`src/rtl/cas_fsk_player.sv`:
```
`default_nettype none
// ============================================================================
//  Module      : cas_fsk_player
//  Description : Cassette playback engine. Fetches raw CAS bytes from SDRAM
//                one byte ahead of the emitter and plays them LSB-first as
//                FSK square waves (one cycle per bit, HALF0 / HALF1 clocks
//                per half-cycle for a 0 / 1 bit).
//  Revision    : 1.0 - initial release
// ============================================================================
module cas_fsk_player #(
  parameter int HALF0  = 23864,
  parameter int HALF1  = 11932,
  parameter int RD_LAT = 8
) (
  input  logic        clk,
  input  logic        reset,
  input  logic        play_tgl,
  input  logic        rewind,
  input  logic        motor,
  input  logic [15:0] tape_len,
  output logic [15:0] mem_addr,
  output logic        mem_rd,
  input  logic [7:0]  mem_data,
  output logic        cas_out,
  output logic        playing,
  output logic        at_end,
  output logic [15:0] tape_pos
);

  localparam logic [15:0] C_H0_LAST = 16'(HALF0 - 1);
  localparam logic [15:0] C_H1_LAST = 16'(HALF1 - 1);
  localparam logic [3:0]  C_LAT     = 4'(RD_LAT);

  typedef enum logic [0:0] {
    S_IDLE = 1'b0,
    S_WAIT = 1'b1
  } fetch_state_t;

  fetch_state_t r_state;
  fetch_state_t w_state_nxt;

  // Fetch side
  logic [15:0] r_len;
  logic [15:0] r_faddr;
  logic [3:0]  r_lat;
  logic [7:0]  r_hold;
  logic        r_hold_valid;

  // Emitter side
  logic [7:0]  r_shift;
  logic [3:0]  r_bcnt;
  logic [15:0] r_cnt;
  logic        r_phase;
  logic        r_cas;
  logic        r_playing;
  logic        r_at_end;
  logic [15:0] r_pos;

  logic        w_issue;
  logic        w_capture;
  logic        w_active;
  logic        w_half_last;
  logic        w_bit_done;
  logic        w_byte_done;
  logic [15:0] w_pos_inc;
  logic        w_end;
  logic        w_load;

  assign w_active    = r_playing & motor;
  assign w_half_last = (r_cnt == (r_shift[0] ? C_H1_LAST : C_H0_LAST));
  assign w_bit_done  = w_active && (r_bcnt != 4'd0) && r_phase && w_half_last;
  assign w_byte_done = w_bit_done && (r_bcnt == 4'd1);
  assign w_pos_inc   = r_pos + 16'd1;
  assign w_end       = w_byte_done && (w_pos_inc == r_len);
  // Hold moves into the shifter either when the shifter is idle, or back to
  // back with the end of the previous byte so bytes follow with no gap.
  assign w_load      = w_active && r_hold_valid &&
                       ((r_bcnt == 4'd0) || (w_byte_done && !w_end));

  // Fetch FSM state register
  always_ff @(posedge clk or negedge reset) begin
    if (!reset) r_state <= S_IDLE;
    else        r_state <= w_state_nxt;
  end

  // Fetch FSM next state: one read outstanding, refill hold when it empties
  always_comb begin
    w_state_nxt = r_state;
    w_issue     = 1'b0;
    w_capture   = 1'b0;
    case (r_state)
      S_IDLE: begin
        if (!r_hold_valid && (r_faddr < r_len)) begin
          w_issue     = 1'b1;
          w_state_nxt = S_WAIT;
        end
      end
      S_WAIT: begin
        if (r_lat == C_LAT) begin
          w_capture   = 1'b1;
          w_state_nxt = S_IDLE;
        end
      end
    endcase
    // Rewind aborts any read in flight; its data is simply never captured.
    if (rewind) begin
      w_issue     = 1'b0;
      w_capture   = 1'b0;
      w_state_nxt = S_IDLE;
    end
  end

  // Fetch datapath: latency counter, hold register and fetch address
  always_ff @(posedge clk or negedge reset) begin
    if (!reset) begin
      r_lat        <= 4'd0;
      r_hold       <= 8'd0;
      r_hold_valid <= 1'b0;
      r_faddr      <= 16'd0;
    end else if (rewind) begin
      r_lat        <= 4'd0;
      r_hold_valid <= 1'b0;
      r_faddr      <= 16'd0;
    end else begin
      if (w_capture) begin
        r_hold       <= mem_data;
        r_hold_valid <= 1'b1;
        r_faddr      <= r_faddr + 16'd1;
      end else if (w_load) begin
        r_hold_valid <= 1'b0;
      end
      if (w_issue)                r_lat <= 4'd1;
      else if (r_state == S_WAIT) r_lat <= r_lat + 4'd1;
    end
  end

  // Emitter and play controls; everything freezes while not active
  always_ff @(posedge clk or negedge reset) begin
    if (!reset) begin
      r_shift   <= 8'd0;
      r_bcnt    <= 4'd0;
      r_cnt     <= 16'd0;
      r_phase   <= 1'b0;
      r_cas     <= 1'b0;
      r_playing <= 1'b0;
      r_at_end  <= 1'b0;
      r_pos     <= 16'd0;
      r_len     <= 16'd0;
    end else if (rewind) begin
      r_shift   <= 8'd0;
      r_bcnt    <= 4'd0;
      r_cnt     <= 16'd0;
      r_phase   <= 1'b0;
      r_cas     <= 1'b0;
      r_playing <= 1'b0;
      r_at_end  <= 1'b0;
      r_pos     <= 16'd0;
      r_len     <= tape_len;
    end else begin
      if (w_load) begin
        r_shift <= r_hold;
        r_bcnt  <= 4'd8;
        r_cnt   <= 16'd0;
        r_phase <= 1'b0;
        r_cas   <= 1'b1;
      end else if (w_active && (r_bcnt != 4'd0)) begin
        if (!w_half_last) begin
          r_cnt <= r_cnt + 16'd1;
        end else begin
          r_cnt <= 16'd0;
          if (!r_phase) begin
            r_phase <= 1'b1;
            r_cas   <= 1'b0;
          end else begin
            r_phase <= 1'b0;
            r_shift <= r_shift >> 1;
            r_bcnt  <= r_bcnt - 4'd1;
            // Next bit of the same byte starts high immediately; after the
            // last bit the line idles low until a new byte is loaded.
            r_cas   <= (r_bcnt != 4'd1);
          end
        end
      end

      if (w_byte_done) r_pos <= w_pos_inc;

      if (w_end) begin
        r_at_end  <= 1'b1;
        r_playing <= 1'b0;
      end

      if (play_tgl) begin
        if (r_playing) begin
          r_playing <= 1'b0;
        end else begin
          r_len <= tape_len;
          if (r_at_end || (tape_len == 16'd0)) r_at_end  <= 1'b1;
          else                                 r_playing <= 1'b1;
        end
      end
    end
  end

  assign mem_addr = r_faddr;
  assign mem_rd   = w_issue;
  assign cas_out  = r_cas;
  assign playing  = r_playing;
  assign at_end   = r_at_end;
  assign tape_pos = r_pos;

endmodule
`default_nettype wire

```
`config.mk`:
```
export PLATFORM = sky130hd
export DESIGN_NAME = cas_fsk_player
export DESIGN_NICKNAME = d
export VERILOG_FILES = /design/src/rtl/cas_fsk_player.sv
export SDC_FILE = /design/constraint.sdc
export NUM_CORES = 1
export LEC_CHECK = 0
export BUFFER_PORTS_ARGS = -buffer_cell sky130_fd_sc_hd__buf_2
export CORE_UTILIZATION = 59
export DETAILED_ROUTE_END_ITERATION = 12
export PLACE_DENSITY = 0.78
export SYNTH_ARGS = -nofsm -noshare
export SYNTH_HDL_FRONTEND = slang
export SYNTH_SLANG_ARGS = --single-unit
```
`constraint.sdc`:
```
create_clock -name clk -period 3.69 [get_ports clk]
set_clock_uncertainty 0.05 [all_clocks]
set_input_delay 0.738 -clock clk [delete_from_list [all_inputs] [get_ports clk]]
set_output_delay 0.738 -clock clk [all_outputs]
set_load 0.01 [all_outputs]
```
; Yosys cells after proc, flatten, opt, wreduce, memory -nomap -nowiden
; Cells that the tools add are included.
[totals]
reg_bits = 94
inputBits = 29
[classes]
n_addsub = 5
magnitude_cmp = 1
n_eq_ne = 6
n_mux = 57
bitwise = 3
n_reduce_logical = 28
[op_table]
columns = op, n
row1 = $mux W16, 11
row2 = $add A16 B1 Y16 const B, 3
row3 = $mux W8, 5
row4 = $mux W4, 8
row5 = $mux W1, 31
row6 = $eq A16 B15 Y1, 1
row7 = $eq A16 B16 Y1, 1
row8 = $logic_not A16 Y1, 1
row9 = $lt A16 B16 Y1, 1
row10 = $mux W15, 1
row11 = $reduce_bool A3 Y1, 5
row12 = $logic_and A1 B1 Y1, 9
row13 = $reduce_and A2 Y1, 3
row14 = $reduce_bool A2 Y1, 3
row15 = $add A4 B1 Y4 const B, 1
row16 = $eq A4 B1 Y1 const B, 1
row17 = $eq A4 B4 Y1 const B, 1
row18 = $logic_not A4 Y1, 1
row19 = $ne A4 B1 Y1 const B, 1
row20 = $reduce_bool A4 Y1, 1
row21 = $sub A4 B1 Y4 const B, 1
row22 = $reduce_and A3 Y1, 1
row23 = $logic_not A1 Y1, 2
row24 = $logic_or A1 B1 Y1, 2
row25 = other kinds (4), 5

; Logic depth before layout (Yosys ltp)
; Gate-level depths: netlist of run 1.
[logic_depth]
ltp_word = 13
depth_mapped = 11

; Worst setup path before layout of run 1
; No wires, ideal clock.
[synth_timing]
kind = register -> output
startpoint = register r_faddr[9], in the netlist mem_addr[9]
endpoint = output mem_rd
t_arrival_ns = 2.068
slack_ns = 0.834
path_stages_with_launch = 9
cell_sequence = dfrtp_1 -> ha_1 -> a21o_1 -> a21o_1 -> a21o_1 -> a21oi_1 -> nor2_1 -> a21oi_1 -> nor4b_1
[synth_between]
elab_chain_cells = 5
[synth_rtl]
columns = item, line_no
row1 = start: declaration, 44  ; logic [15:0] r_faddr;
row2 = start signal: assignment, 128  ; r_faddr <= r_faddr + 16'd1;
row3 = $lt A16 B16 Y1, 93  ; if (!r_hold_valid && (r_faddr < r_len)) begin
row4 = $logic_and A1 B1 Y1, 93
row5 = $mux W1, 93
row6 = $mux W1, 91  ; case (r_state)
row7 = $mux W1, 106  ; if (rewind) begin
row8 = end: declaration, 22  ; output logic mem_rd,
; No other way between the ends.

; Worst setup path in the final report of run 1
[layout_timing]
startpoint = register r_len[9]
endpoint = output mem_rd
[layout_between]
elab_chain_cells = 5
[layout_rtl]
columns = item, line_no
row1 = start: declaration, 43  ; logic [15:0] r_len;
row2 = start signal: assignment, 158  ; r_len <= tape_len;
row3 = start signal: assignment, 196  ; r_len <= tape_len;
row4 = $lt A16 B16 Y1, 93
row5 = $logic_and A1 B1 Y1, 93
row6 = $mux W1, 93
row7 = $mux W1, 91
row8 = $mux W1, 106
; No other way between the ends.

==> flow_summary.json, run 1 <==
{
  "synthTopCellsByArea": "dfrtp_1 (42%), xnor2_1 (5.5%), ha_1 (5.2%)",
  "power_frac_clock": 0.357,
  "finalPower_uw": 1940,
  "fp.coreArea_um2": 9200,
  "detailroute.via_count": 4471,
  "syn_area_per_cell_um2": 9.72,
  "multi_input_area_um2": 2990,
  "seqCellArea_um2": 2350,
  "report.final.slew_viol_count": 0,
  "antenna_found_initial": 1,
  "use_met1": 0.367,
  "setup-tns-final_ns": 0,
  "synth_compound_area_frac": 0.120,
  "worstPathRequired_ns": 2.90,
  "tritoncts": "yes",
  "synth_seq_cells": 94,
  "cp-end-kind": "primary output",
  "combPwrFrac": 0.085,
  "grt_use_total": 0.273,
  "leakage_uw": 0.00285,
  "routed_wl_um": 12500,
  "max_clock_freq_ghz": 0.289,
  "fp-row-count": 35,
  "grt_pass1_wl_um": 21000,
  "ant_nets": 0,
  "path_common_cell": "a21o_1",
  "cpMaxStageDelayCell": "dfrtp_1",
  "routedWlPerCell_um": 16.8,
  "first_global_vias": 4314,
  "crit_fanout": 6,
  "cts.sinks": 94,
  "cts_buffer_depth": 2,
  "min_period_ns": 3.47,
  "rsz0062_at_grt": "no",
  "worst_slew_pin_slew_ns": 0.892,
  "cap_violations": 0,
  "overflow": 0,
  "min_path_type": "in -> async",
  "dr.pass1.iters": 4,
  "yosys.area_share.adder": 0.0518,
  "ioPinCount": 65,
  "layout.nets": 680,
  "via_per_inst": 6.01,
  "critPathMaxStageDelay_ns": 0.45,
  "cp-start-kind": "flip-flop",
  "gp_congestion": 0.930,
  "cts_root_buf": "clkbuf_8",
  "start_util": 0.604,
  "hpwl_um": 9090,
  "slew-limit-headroom": 0.406,
  "met2_usage": 0.433,
  "cts_buffers": 9,
  "netlist_instances": 571,
  "ys_seq_area_frac": 0.424,
  "grt_use_met3": 0.0582,
  "yosysWarnings": 0,
  "status": "finished, final reports clean",
  "die_h_um": 99.0,
  "synth.top_cell.area_share": 0.424,
  "num_antenna_cells": 0,
  "irDropWorstVdd_mv": 0.207,
  "power.density_nw_per_um2": 315,
  "cts.htree.levels": 3,
  "power.switching_uw": 501,
  "syn_nets": 623,
  "arrival_ns": 2.68,
  "yosysTopAreaCell": "dfrtp_1",
  "crit_type": "reg -> out",
  "synth_flop_cell": "dfrtp_1",
  "yosysUniqueCellTypes": 60,
  "drcViolationCount": 0,
  "portBuffers": 64,
  "fin_util": 0.667,
  "cts_setup_buffers": 0,
  "fillCellCount": 747,
  "synth-edff-count": 0,
  "netlist_area_um2": 5550,
  "internal-power_uw": 1430,
  "clkTransAtPathRegs_ns": 0.10,
  "grt_max_degree": 73,
  "synthSimpleGateAreaFrac": 0.202,
  "design.die.area_um2": 9800,
  "yosys-mux-area-fraction": 0.0721,
  "period_share": 0.939,
  "path_cells": "inv_1 -> ha_1 -> a21o_1 -> a21o_1 -> a21o_1 -> a21oi_1 -> nor2_1 -> a21oi_1 -> nor4b_2 -> buf_2",
  "hold_viol_final": 0,
  "area_growth_pct": 10.5,
  "worstSkewPairLatency_ns": 0.37,
  "die_w_um": 99.0,
  "pwr-share-seq": 0.558,
  "swShare": 0.259,
  "drtIter0Drc": 219,
  "grt-busiest-layer": "met2",
  "synthXorXnorAreaFrac": 0.0915,
  "drive_above_1_share": 0.196,
  "finalSetupViolations": 0,
  "synth_top_family_by_area": "simple AND/OR/NAND/NOR gates",
  "async_flop_share": 1.00
}
-- final timing paths --
check	from	end	slack [ns]	cells after the start
min in group clk	r_hold[3]	r_hold[3]	0.48	1
setup reg to reg	tape_pos[0]	r_shift[2]	0.55	8
hold / removal	reset	tape_pos[5]	0.44	1
setup / recovery	r_len[9]	mem_rd	0.22	10
hold reg to reg	r_hold[3]	r_hold[3]	0.48	1
max in group asynchronous	reset	r_bcnt[2]	2.41	2
-- critical path, delay by kind of cell, from the launching register on --
family / cells / cell delay [ns]
fa+ha+maj: 1 / 0.31
compound gates: 5 / 0.93
simple gates: 2 / 0.33
buf+inv: 2 / 0.30
flops: 1 / 0.45
-- timing repair --
action | CTS | global route
hold buffers | 0 | 0
setup endpoints to repair | 0 | 1
endpoints found under the hold margin | 0 | 0
resized for setup | 0 | 1
-- per-stage QoR --
stage                     setup WS, ns  hold WS (ns)  cell area, um2  std cells
after floorplan                  0.834         0.392            5550        571
final                            0.224         0.436            6140        744
after global routing            0.0573         0.488            6140        744
after CTS                        0.188         0.472            6130        744
after detailed placement         0.633         0.452            5940        728
after global placement           0.749         0.450            5940        728
-- sequential cells by signal, indices dropped and copies added (netlist names), 4 cells and up --
signal	count
r_len	16
r_shift	8
r_cnt	16
r_lat	4
r_bcnt	4
tape_pos	16
r_hold	8
mem_addr	16
-- cell families (layout without fill, tap and decap cells) --
logic type / after synthesis / after routing
AND/OR/NAND/NOR: 218 / 218
multiplexers: 37 / 37
AO/OA/AOI/OAI: 92 / 92
adder cells (fa/ha/maj): 23 / 23
XOR/XNOR: 58 / 58
flip-flops: 94 / 94
buffers and inverters: 49 / 111
-- power groups by stage --
stage	clock, uW	sequential (uW)	combinational, uW
finish	691	1080	165
global route	757	1080	185
CTS	705	1080	166
detailed placement	0	1100	164
global placement	0	1100	158
floorplan	0	1090	98.7
-- placed cells by master, fill, tap and decap left out, types with 10 or more instances in the layout --
| cell | netlist | final |
|---|---|---|
| dfrtp_1 | 94 | 94 |
| nor2_1 | 66 | 66 |
| buf_2 | 5 | 63 |
| xnor2_1 | 35 | 35 |
| nand2_1 | 33 | 33 |
| a21oi_1 | 26 | 26 |
| inv_1 | 25 | 25 |
| nand3_1 | 24 | 24 |
| mux2_2 | 24 | 24 |
| xor2_1 | 23 | 23 |
| ha_1 | 23 | 23 |
| nor3_1 | 16 | 16 |
| mux2i_1 | 13 | 13 |
| o21ai_0 | 11 | 11 |
| and3_1 | 11 | 11 |
| a211oi_2 | 10 | 10 |
-- layer usage --
layer | up-vias | routed length, um
met5 | - | 0
met4 | 0 | 373
met3 | 29 | 639
met2 | 140 | 5910
met1 | 2161 | 5570
li1 | 2141 | -
-- cells in the mapped netlist, types with 9 or more instances --
library cell / n
a211oi_2: 10
a21oi_1: 26
and3_1: 11
clkbuf_1: 11
dfrtp_1: 94
ha_1: 23
inv_1: 25
mux2_2: 24
mux2i_1: 13
nand2_1: 33
nand2b_1: 9
nand3_1: 24
nand4_1: 9
nor2_1: 66
nor3_1: 16
o21ai_0: 11
xnor2_1: 35
xor2_1: 23
-- area by class of cell --
type                            instances  share of cell area
Clock inverter                          7              0.0116
Clock buffer                            9              0.0202
Multi-Input combinational cell        428               0.487
Inverter                               25              0.0153
Sequential cell                        94               0.383
Tap cell                              111              0.0226
Timing Repair Buffer                   70              0.0599
Note: power is estimated with default switching activity, not from simulation.
==> run 2, diff against run 1 <==
--- a/config.mk
+++ b/config.mk
@@ -7,7 +7,9 @@
 export LEC_CHECK = 0
 export BUFFER_PORTS_ARGS = -buffer_cell sky130_fd_sc_hd__buf_2
 export CORE_UTILIZATION = 59
+export CTS_BUF_LIST = sky130_fd_sc_hd__clkbuf_16
 export DETAILED_ROUTE_END_ITERATION = 12
+export GPL_ROUTABILITY_DRIVEN = 1
 export PLACE_DENSITY = 0.78
 export SYNTH_ARGS = -nofsm -noshare
 export SYNTH_HDL_FRONTEND = slang
==> run 2 against run 1 <==
Effect of this change: final area rose by 1.7%; worst hold slack better by 0.036 ns; sequential power barely moved; non-clock buffer count did not move; power up 12%.
==> flow_summary.json, run 2 (synthesis gave the netlist of run 1 again) <==
{
  "min_path_type": "reg -> reg",
  "r2r-start": "tape_pos[0]",
  "r2r_cells": 8,
  "routedWlPerCell_um": 17.0,
  "gp_congestion": 0.930,
  "dpl_cell_area_um2": 5940,
  "power.density_nw_per_um2": 349,
  "drtIter0Drc": 213,
  "worstPathRequired_ns": 2.90,
  "area_growth_pct": 12.4,
  "cp-end-kind": "primary output",
  "die_w_um": 99.0,
  "layout_common_cells": "dfrtp_1 (94), nor2_1 (66), buf_2 (63)",
  "cts_root_buf": "clkbuf_16",
  "finalSetupViolations": 0,
  "cap_violations": 0,
  "cts_buffers": 9,
  "routed_wl_um": 12700,
  "report.final.slew_viol_count": 0,
  "ant_nets": 0,
  "fp.coreArea_um2": 9200,
  "fin_area_um2": 6240,
  "clkTransAtPathRegs_ns": 0.07,
  "portBuffers": 64,
  "worstSkewPairLatency_ns": 0.34,
  "grt_max_degree": 73,
  "fp-row-count": 35,
  "rsz0062_at_grt": "no",
  "min_period_ns": 3.41,
  "irDropWorstVdd_mv": 0.247,
  "hpwl_um": 9090,
  "layout.nets": 680,
  "crit_type": "reg -> out",
  "arrival_ns": 2.63,
  "antenna_found_initial": 1,
  "crit_fanout": 6,
  "slew-limit-headroom": 0.394,
  "cts.sinks": 94,
  "cts_hold_buf": 0,
  "ioPinCount": 65,
  "drcViolationCount": 0,
  "leakage_uw": 0.00290,
  "critPathLaunch": "r_len[9]",
  "cts_setup_buffers": 0,
  "cts.htree.levels": 3,
  "num_antenna_cells": 0,
  "worst_slew_pin_slew_ns": 0.909,
  "detailroute.via_count": 4478,
  "holdCritStartpoint": "r_hold[3]",
  "max_clock_freq_ghz": 0.293,
  "via_per_inst": 6.02,
  "drive_above_1_share": 0.196,
  "cts_buffer_depth": 2,
  "hold_depth": 1,
  "overflow": 0,
  "period_share": 0.925,
  "setup-tns-final_ns": 0,
  "grt_use_total": 0.275,
  "post_cts_resized": 0,
  "hold_slack_ns": 0.473,
  "tritoncts": "yes",
  "final_common_cell": "dfrtp_1",
  "grt_pass1_wl_um": 21100,
  "hold_viol_final": 0,
  "status": "finished, final reports clean",
  "die_h_um": 99.0,
  "first_global_vias": 4306,
  "design.die.area_um2": 9800,
  "cp-start-kind": "flip-flop",
  "start_util": 0.604,
  "dr.pass1.iters": 5
}
## run 2: cell counts in the layout (fill, tap and decap cells not counted)
No cell type changed its count.
## run 2: cell type report
| type | instances | area, um2 |
|---|---|---|
| Timing Repair Buffer | 70 | 368 |
| Sequential cell | 94 | 2350 |
| Clock inverter | 7 | 71.3 |
| Inverter | 25 | 93.8 |
| Tap cell | 111 | 139 |
| Clock buffer | 9 | 225 |
| Fill cell | 735 | 2960 |
| Multi-Input combinational cell | 428 | 2990 |
## run 2: stage by stage
stage / worst slack (ns) / total power, uW / instances / utilization
after floorplan: 0.834 / 1190 / 571 / -
after global placement: 0.749 / 1260 / 728 / 0.646
after detailed placement: 0.633 / 1260 / 728 / 0.646
after CTS: 0.239 / 2200 / 744 / 0.678
after global routing: 0.117 / 2270 / 744 / 0.679
final: 0.277 / 2180 / 744 / 0.679
## run 2: path summary, 6_finish.rpt
kind	endpoint	slack, ns
min reg2reg	r_hold[3]	0.47
max reg2reg	r_shift[3]	0.57
max	mem_rd	0.28
max in group asynchronous	cas_out	2.37
min in group asynchronous	tape_pos[5]	0.48
min	r_hold[3]	0.47
## run 2: report_power, final
part	internal, uW	switching, uW
Combinational	68.4	96.4
Sequential	1050	30.2
Clock	528	403
## run 2: critical path: stages (launching register included)
cell     delay [ns]
dfrtp_1        0.44
inv_1          0.11
ha_1           0.30
a21o_1         0.18
a21o_1         0.17
a21o_1         0.17
a21oi_1        0.21
nor2_1         0.06
a21oi_1        0.20
nor4b_2        0.27
buf_2          0.18
## run 2: metal layers
layer,GRT usage,share of wire,vias up
met5,0,0,-
met1,0.371,0.45,2164
met4,0.109,0.027,0
met3,0.0532,0.049,27
li1,-,-,2140
met2,0.438,0.47,147
==> run 3, diff against run 2 <==
--- a/config.mk
+++ b/config.mk
@@ -10,6 +10,7 @@
 export CTS_BUF_LIST = sky130_fd_sc_hd__clkbuf_16
 export DETAILED_ROUTE_END_ITERATION = 12
 export GPL_ROUTABILITY_DRIVEN = 1
+export GPL_TIMING_DRIVEN = 0
 export PLACE_DENSITY = 0.78
 export SYNTH_ARGS = -nofsm -noshare
 export SYNTH_HDL_FRONTEND = slang
==> run 3 against run 2 <==
Effect of this change: clock power decreased by 2.2%; setup slack got worse by 0.079 ns; register-to-register slack about the same; fmax decreased by 2.3%; sequential power about the same; largest power group unchanged; via count increased by 1.8%; highest routed layer unchanged; global-route usage decreased by 0.18 points; sequential cell count unchanged; final area increased by 1.5%; die area unchanged.
==> flow_summary.json, run 3 (synthesis gave the netlist of run 1 again) <==
{
  "cts_root_buf": "clkbuf_16",
  "hold_viol_final": 0,
  "status": "finished, final reports clean",
  "hpwl_um": 9370,
  "gp_congestion": 0.907,
  "final_common_cell": "dfrtp_1",
  "detailroute.via_count": 4560,
  "grt_max_degree": 61,
  "cp-end-kind": "primary output",
  "area_growth_pct": 14.1,
  "portBuffers": 63,
  "leakage_uw": 0.00295,
  "arrival_ns": 2.70,
  "worstPathRequired_ns": 2.90,
  "path_common_cell": "a21o_1",
  "path_buf_inv": 2,
  "ioPinCount": 65,
  "min_period_ns": 3.49,
  "drive_above_1_share": 0.198,
  "grt_pass1_wl_um": 21000,
  "grt_use_total": 0.273,
  "irDropWorstVdd_mv": 0.200,
  "start_util": 0.604,
  "critPathTopFamily": "compound AO/OA/AOI/OAI gates",
  "cts_buffer_depth": 2,
  "layout.nets": 698,
  "fillCellCount": 744,
  "clkTransAtPathRegs_ns": 0.08,
  "layout_common_cells": "dfrtp_1 (94), buf_2 (67), nor2_1 (66)",
  "cts.sinks": 94,
  "routedWlPerCell_um": 16.6,
  "crit_type": "reg -> out",
  "critPathMaxStageDelay_ns": 0.44,
  "cts_buffers": 9,
  "antenna_found_initial": 0,
  "via_per_inst": 5.98,
  "rsz0062_at_grt": "no",
  "worstSkewPairLatency_ns": 0.34,
  "ant_nets": 0,
  "routed_wl_um": 12600,
  "fp.coreArea_um2": 9200,
  "placed_cells": 746,
  "worst_slew_pin_slew_ns": 0.791,
  "power.density_nw_per_um2": 340,
  "overflow": 0,
  "finalSetupViolations": 0,
  "first_global_vias": 4475,
  "cts_setup_buffers": 0,
  "report.final.slew_viol_count": 0,
  "hold_slack_ns": 0.283,
  "die_h_um": 99.0,
  "drcViolationCount": 0,
  "fp-row-count": 35,
  "design.die.area_um2": 9800,
  "cp-start-kind": "flip-flop",
  "num_antenna_cells": 0,
  "cap_violations": 0,
  "drtIter0Drc": 221,
  "max_clock_freq_ghz": 0.286,
  "final_cell_count_no_fill": 762,
  "fin_util": 0.689,
  "min_path_type": "in -> async",
  "period_share": 0.947,
  "setup-tns-final_ns": 0,
  "die_w_um": 99.0,
  "dr.pass1.iters": 5,
  "tritoncts": "yes",
  "crit_fanout": 6,
  "cpMaxStageDelayCell": "dfrtp_1",
  "slew-limit-headroom": 0.473,
  "path_cells": "inv_1 -> ha_1 -> a21o_1 -> a21o_1 -> a21o_1 -> a21oi_1 -> nor2_1 -> a21oi_1 -> nor4b_2 -> buf_2",
  "cts.htree.levels": 3
}
run 3: final timing paths:
kind / startpoint / endpoint / slack (ns) / depth (start not counted)
min: reset / tape_pos[6] / 0.28 / 1
max in group asynchronous: reset / r_shift[0] / 2.65 / 2
max: r_len[9] / mem_rd / 0.20 / 10
min reg2reg: r_hold[5] / r_hold[5] / 0.46 / 1
max reg2reg: r_bcnt[0] / r_shift[5] / 0.56 / 10
min in group clk: r_hold[5] / r_hold[5] / 0.46 / 1
run 3: timing repair:
| action | CTS | global route |
|---|---|---|
| setup endpoints to repair | 0 | 1 |
| resized for setup | 0 | 1 |
| hold buffers | 0 | 0 |
run 3: where the power goes:
part           internal (uW)  total, uW  switching [uW]
clock                    473        910             437
sequential              1050       1080            27.6
combinational           69.9        169            98.7
run 3: cell type report:
cell class	count	area, um2	area share
multi-input combinational	428	2990	0.472
sequential	94	2350	0.371
timing repair buffer	64	345	0.0545
clock buffer	9	225	0.0355
tap	111	139	0.0219
buffer	24	123	0.0194
inverter	25	93.8	0.0148
clock inverter	7	67.6	0.0107
run 3: routing by layer:
metal	GRT usage	routed length, um	share of wire	vias up
met2	0.467	6160	0.49	125
li1	-	-	-	2184
met1	0.352	5610	0.44	2229
met4	0.0861	215	0.017	0
met3	0.0504	639	0.051	22
met5	0	0	0	-
run 3: worst reg2reg max path: stages, from the launching register on:
cell and delay (ns):
dfrtp_1 0.41, inv_1 0.12, ha_1 0.19, nor3b_1 0.56, nor2_1 0.18, nand4_1 0.27
or2_1 0.15, clkbuf_1 0.16, buf_1 0.50, mux2i_1 0.31, a211oi_2 0.09
run 3: metrics by stage:
step                area [um2]  worst slack (ns)  power (uW)
floorplan                 5550             0.834        1190
global placement          6010             0.637        1250
detailed placement        6040             0.612        1260
CTS                       6330             0.229        2160
global route              6340            0.0541        2230
finish                    6340             0.197        2160
